### config.mk
export PLATFORM = sky130hd
export DESIGN_NAME = mul_acc_collect_flat
export DESIGN_NICKNAME = d
export VERILOG_FILES = /design/src/rtl/mul_acc_collect_if.sv /design/src/rtl/mul_acc_collect.sv /design/src/flat_wrapper.sv
export SDC_FILE = /design/constraint.sdc
export NUM_CORES = 1
export LEC_CHECK = 0
export CORE_MARGIN = 1
export CORE_UTILIZATION = 40
export CTS_CLUSTER_SIZE = 24
export DETAILED_ROUTE_END_ITERATION = 7
export SLEW_MARGIN = 20
export SYNTH_ARGS = -nofsm -noshare
export SYNTH_HDL_FRONTEND = slang
export SYNTH_SLANG_ARGS = --single-unit
### constraint.sdc
create_clock -name clk_i -period 5.5 [get_ports clk_i]
set_clock_uncertainty 0.1 [all_clocks]
set_input_delay 1.1 -clock clk_i [delete_from_list [all_inputs] [get_ports clk_i]]
set_output_delay 1.1 -clock clk_i [all_outputs]
set_load 0.02 [all_outputs]
### src/rtl/mul_acc_collect_if.sv
// Bundle between the multiplier-side producer and the frame-sum collector:
// product/done flag in, frame result out over a valid/ready handshake.
interface mul_acc_collect_if #(
    parameter int DW = 16,
    parameter int AW = 24
);
    logic [DW-1:0] prod_i;
    logic          fl_i;
    logic          clr_i;
    logic [AW-1:0] sum_o;
    logic          sum_vld_o;
    logic          sum_rdy_i;
    logic          ovf_o;
    logic          lost_o;
    logic [7:0]    cnt_o;

    modport slave (
        input  prod_i, fl_i, clr_i, sum_rdy_i,
        output sum_o, sum_vld_o, ovf_o, lost_o, cnt_o
    );

    modport master (
        output prod_i, fl_i, clr_i, sum_rdy_i,
        input  sum_o, sum_vld_o, ovf_o, lost_o, cnt_o
    );
endinterface

### src/rtl/mul_acc_collect.sv
// Collects N multiplier products (one per rising edge of the done flag) into a
// saturating frame sum and hands it downstream over a valid/ready handshake.
module mul_acc_collect #(
    parameter int DW = 16,
    parameter int AW = 24,
    parameter int N  = 8
) (
    input  logic            clk_i,
    input  logic            rst_i,
    mul_acc_collect_if.slave bus
);
    localparam logic [0:0] ST_ACC = 1'b0;
    localparam logic [0:0] ST_OUT = 1'b1;

    logic [0:0]    r_state;
    logic          r_fl_d;
    logic [AW-1:0] r_acc;
    logic [7:0]    r_cnt;
    logic          r_ovf_f;
    logic [AW-1:0] r_sum;
    logic          r_vld;
    logic          r_ovf;
    logic          r_lost;

    logic          w_ev;
    logic [AW:0]   w_sum_wide;
    logic          w_sat;
    logic [AW-1:0] w_acc_new;
    logic          w_last;

    assign w_ev       = bus.fl_i & ~r_fl_d;
    assign w_sum_wide = {1'b0, r_acc} + {{(AW + 1 - DW){1'b0}}, bus.prod_i};
    assign w_sat      = w_sum_wide[AW];
    assign w_acc_new  = w_sat ? {AW{1'b1}} : w_sum_wide[AW-1:0];
    assign w_last     = (r_cnt == 8'(N - 1));

    always_ff @(posedge clk_i or posedge rst_i) begin
        if (rst_i) begin
            r_state <= ST_ACC;
            r_fl_d  <= 1'b0;
            r_acc   <= '0;
            r_cnt   <= '0;
            r_ovf_f <= 1'b0;
            r_sum   <= '0;
            r_vld   <= 1'b0;
            r_ovf   <= 1'b0;
            r_lost  <= 1'b0;
        end else begin
            r_fl_d <= bus.fl_i;
            // Abort wins over both a new product and a pending handshake.
            if (bus.clr_i) begin
                r_state <= ST_ACC;
                r_acc   <= '0;
                r_cnt   <= '0;
                r_ovf_f <= 1'b0;
                r_vld   <= 1'b0;
                r_ovf   <= 1'b0;
                r_lost  <= 1'b0;
            end else if (r_state == ST_ACC) begin
                if (w_ev) begin
                    if (w_last) begin
                        r_sum   <= w_acc_new;
                        r_ovf   <= r_ovf_f | w_sat;
                        r_vld   <= 1'b1;
                        r_acc   <= '0;
                        r_cnt   <= '0;
                        r_ovf_f <= 1'b0;
                        r_state <= ST_OUT;
                    end else begin
                        r_acc   <= w_acc_new;
                        r_cnt   <= r_cnt + 8'd1;
                        r_ovf_f <= r_ovf_f | w_sat;
                    end
                end
            end else begin
                // Products arriving while the result waits are dropped, including on the handshake cycle.
                if (w_ev) begin
                    r_lost <= 1'b1;
                end
                if (bus.sum_rdy_i && r_vld) begin
                    r_vld   <= 1'b0;
                    r_state <= ST_ACC;
                end
            end
        end
    end

    assign bus.sum_o     = r_sum;
    assign bus.sum_vld_o = r_vld;
    assign bus.ovf_o     = r_ovf;
    assign bus.lost_o    = r_lost;
    assign bus.cnt_o     = r_cnt;
endmodule

### src/flat_wrapper.sv
// flat-port wrapper written by rule: the top's interface ports become plain ports
module mul_acc_collect_flat 
#(
    parameter int DW = 16,
    parameter int AW = 24,
    parameter int N  = 8
)
  (clk_i, rst_i, bus_prod_i, bus_fl_i, bus_clr_i, bus_sum_rdy_i, bus_sum_o, bus_sum_vld_o, bus_ovf_o, bus_lost_o, bus_cnt_o);
  mul_acc_collect_if #(.DW(DW), .AW(AW)) bus_i ();
  input  logic clk_i;
  input  logic rst_i;
  input wire logic [$bits(bus_i.prod_i)-1:0] bus_prod_i;
  input wire logic [$bits(bus_i.fl_i)-1:0] bus_fl_i;
  input wire logic [$bits(bus_i.clr_i)-1:0] bus_clr_i;
  input wire logic [$bits(bus_i.sum_rdy_i)-1:0] bus_sum_rdy_i;
  output wire logic [$bits(bus_i.sum_o)-1:0] bus_sum_o;
  output wire logic [$bits(bus_i.sum_vld_o)-1:0] bus_sum_vld_o;
  output wire logic [$bits(bus_i.ovf_o)-1:0] bus_ovf_o;
  output wire logic [$bits(bus_i.lost_o)-1:0] bus_lost_o;
  output wire logic [$bits(bus_i.cnt_o)-1:0] bus_cnt_o;
  assign bus_i.prod_i = bus_prod_i;
  assign bus_i.fl_i = bus_fl_i;
  assign bus_i.clr_i = bus_clr_i;
  assign bus_i.sum_rdy_i = bus_sum_rdy_i;
  assign bus_sum_o = bus_i.sum_o;
  assign bus_sum_vld_o = bus_i.sum_vld_o;
  assign bus_ovf_o = bus_i.ovf_o;
  assign bus_lost_o = bus_i.lost_o;
  assign bus_cnt_o = bus_i.cnt_o;
  mul_acc_collect #(.DW(DW), .AW(AW), .N(N)) u_core (.clk_i(clk_i), .rst_i(rst_i), .bus(bus_i));
endmodule
==> impl_metrics.csv <==
group,metric,value,unit
yosys,synth_cells,421,
worst_setup_path,cp_data_arrival_time,4.19,ns
route,drt_pre_antenna_iters,7,
timing,rsz0062_at_grt,"false",
route,vias_per_cell,5.70,
worst_setup_path,crit_chain,"clkdlybuf4s50_1, ha_1, fa_1, a21o_1, a221oi_2, or4_1, a311oi_2, buf_4, nor2_1, o21ai_0",
route,via_count,3345,
place,placed_cells,571,
route,drt_antenna_net_count,0,
layout,area.growth.synth_to_final,22.9,%
timing,finalMaxSlewViolations,0,
worst_setup_path,critPathMaxFanout,13,
clock_tree,clk_pin_slew,0.07,ns
clock_tree,cts_made_buffers,9,
place,buffer_ports.inserted,55,
timing,report.final.setup_viol,0,
run_status,status,"complete, but fails checks",
pwr,cellLeakagePower,1.94,nW
timing,setup_tns,0,ns
worst_setup_path,cpPeakStageDelay,0.74,ns
clock_tree,holdBufCountCts,0,
worst_setup_path,timing.critical_path.required,5.65,ns
timing,final_worst_path_period_share,73.5,%
yosys,yosys_warnings,0,
timing,worst_slew_margin_rel,32.6,%
yosys,dominant_combinational_cell_family_by_area_after_synthesis,"compound AO/OA/AOI/OAI gates",
clock_tree,cts.root.buffer_cell,"sky130_fd_sc_hd__clkbuf_8",
timing,setup_slack,1.46,ns
floorplanning,top_level_ports,56,
yosys,fraction_of_synthesized_area_in_multiplexers,1.43,%
route,drt_wl_total,9.32,mm
clock_tree,cts-resized-gates,0,
yosys,synth_largest_type_area_fraction,42.2,%
layout,antenna_cells_inserted,0,
yosys,synthDistinctLibCells,55,
yosys,yosysSeqAreaShare,42.2,%
timing,layout_min_cycle_time,4.04,ns
floorplanning,die_h,97.9,µm
global_route,global_route_wire_length_before_repair,15.8,mm
timing,achievable-frequency,0.247,GHz
clock_tree,cts_setup_buffers,0,
pwr,pwr_density_cell,234,nW/µm²
global_route,grt_util_all_layers,20.8,%
route,drt_iter0_markers,172,
yosys,ff_latch_count_synth,62,
clock_tree,clock_sink_count,62,
global_route,first_global_vias,3312,
timing,tightest_slew,1.01,ns
place,place.gp.congestion,0.876,
worst_setup_path,slowest_stage,"sky130_fd_sc_hd__a311oi_2",
timing,hold_viol_final,0,
yosys,post_synth.cell_area_avg,8.73,µm²
floorplanning,placeableCoreArea,8810,µm²
run_status,violations,"DRC",
yosys,netlist_area,3670,µm²
yosys,yosys.area_share.xor_xnor,4.53,%
layout,instances_no_fill,587,
global_route,largest_net_degree_at_the_start_of_global_routing,63,
layout,most_frequent_standard_cell_in_the_layout_excluding_fill_and_tap_cells,"sky130_fd_sc_hd__nand2_1",
clock_tree,cts_max_level,3,
yosys,synth_flop_cell,"sky130_fd_sc_hd__dfrtp_1",
worst_setup_path,worst_setup_path_start_kind,"primary input",
yosys,async_reset_ff_share,100,%
route,drt_drc_violations_left,14,
pwr,irDropWorstVdd,0.000148,V
layout,final_net_count,513,
yosys,fraction_of_the_mapped_netlist_area_in_simple_logic_gates,20.0,%
job,timing.max_cap.violations,0,
yosys,synth_fp_nets,460,
worst_setup_path,critical_path_class,"in -> reg",
min_path,min_delay_path_depth,2,
place,post-place-ws,1.16,ns
worst_setup_path,ff2ff_path_depth,9,
min_path,hp-class,"reg -> reg",
yosys,synth-edff-count,0,
clock_tree,cts.path.max_buffers,2,
clock_tree,cts_tree,"yes",
global_route,grt-ovfl-total,0,
clock_tree,clk_latency,0.35,ns
yosys,synth-adder-area-share,6.33,%
worst_setup_path,end_kind,"flop",
floorplanning,die_width,97.9,µm
yosys,synth.top_cells.by_area,"sky130_fd_sc_hd__dfrtp_1 42%, sky130_fd_sc_hd__nand2_1 6.8%, sky130_fd_sc_hd__ha_1 5.8%",
floorplanning,num_rows,34,
yosys,netlist.top_cell.by_area,"sky130_fd_sc_hd__dfrtp_1",
layout,mostFrequentLayoutCells,"67 x sky130_fd_sc_hd__nand2_1, 62 x sky130_fd_sc_hd__dfrtp_1, 55 x sky130_fd_sc_hd__clkdlybuf4s50_1, 42 x sky130_fd_sc_hd__nor2_1, 29 x sky130_fd_sc_hd__o21ai_0",
route,route.detailed.wl_per_inst,15.9,µm
yosys,synth-compound-area-share,22.5,%
layout,proportion_of_layout_cells_with_a_drive_suffix_above_1,5.85,%
layout,count_of_filler_cells_inserted_in_the_layout,835,
floorplanning,floorplan.initialDensity,41.7,%
floorplanning,die_area,9570,µm²
place,dp_hpwl,6.52,mm
global_route,antenna_violations_before_repair,0,
[cell families (layout without fill, tap and decap cells)]
kind of cell / Yosys count / after routing
DFF: 62 / 62
AOI/OAI and AO/OA: 131 / 131
muxes: 5 / 5
adders and majority gates: 18 / 18
and+or+nand+nor: 160 / 160
xor gates and xnor gates: 19 / 19
buffers and inverters: 26 / 84
[power by group]
group / internal, mW / total, mW / switching [mW]
registers: 0.466 / 0.473 / 0.00691
clock network: 0.220 / 0.406 / 0.186
logic: 0.0680 / 0.180 / 0.112
[final timing paths]
check / startpoint / endpoint / slack (ns)
setup / recovery: bus_prod_i[0] / u_core.r_acc[1] / 1.46
hold / removal: u_core.bus.sum_o[0] / u_core.bus.sum_o[0] / 0.38
setup reg to reg: u_core.r_acc[0] / u_core.r_acc[1] / 2.33
hold reg to reg: u_core.bus.sum_o[0] / u_core.bus.sum_o[0] / 0.38
max in group asynchronous: rst_i / u_core.bus.sum_o[19] / 3.55
min in group asynchronous: rst_i / u_core.bus.sum_o[0] / 1.18
[Yosys cell counts (all sizes together), types with 3 or more instances]
cell and number:
o31ai 4, o21a 3, a21o 5, buf 5
xor2 11, ha 17, o21ai 51, a211oi 3
nand3 11, and3 3, o22a 3, xnor2 8
and4 4, or4 3, nand4 9, o211ai 6
nand2 67, nand2b 3, nor2 42, nor3 3
a31oi 8, inv 8, a21oi 26, dfrtp 62
clkbuf 13, and2 3, a22o 4, mux2i 3
o2bb2ai 3
[state kept, by name, indices dropped and copies added, names as in the netlist]
| register | count |
|---|---|
| u_core.bus.sum_o | 24 |
| u_core.r_acc | 24 |
| u_core.bus.cnt_o | 8 |
| u_core.bus.lost_o | 1 |
| u_core.bus.ovf_o | 1 |
| u_core.bus.sum_vld_o | 1 |
| u_core.r_fl_d | 1 |
| u_core.r_ovf_f | 1 |
| u_core.r_state | 1 |
[per-layer routing]
layer	vias to the layer above	wire (µm)	GRT usage (%)
li1	1647	-	-
met1	1600	4670	29.4
met2	84	4120	30.8
met3	14	394	3.65
met4	0	140	9.56
met5	-	0	0
[worst max-delay path, delay by kind of cell]
| kind | cells | cell delay [ns] |
|---|---|---|
| AOI/OAI and AO/OA | 4 | 1.17 |
| buffers and inverters | 2 | 0.81 |
| and+or+nand+nor | 2 | 0.65 |
| adders and majority gates | 2 | 0.44 |
[cell type report]
cell class,instances,area [µm²],area share (%)
clock buffer,10,138,3.05
timing repair buffer,60,588,13.0
inverter,8,30.0,0.665
multi-input combinational,333,2010,44.6
clock inverter,6,61.3,1.36
sequential,62,1550,34.3
tap,108,135,2.99
[per-stage QoR]
stage          hold WS, ns  utilization [%]  instance area [µm²]  power, mW
2_1_floorplan        0.354                -                 3670      0.606
6_report             0.383             51.3                 4520       1.06
4_1_cts              0.389             51.3                 4520       1.07
3_3_place_gp         0.365             49.0                 4320      0.659
3_5_place_dp         0.374             49.0                 4320      0.660
5_1_grt              0.411             51.3                 4520       1.12
Power figures use the tool's default switching activity.
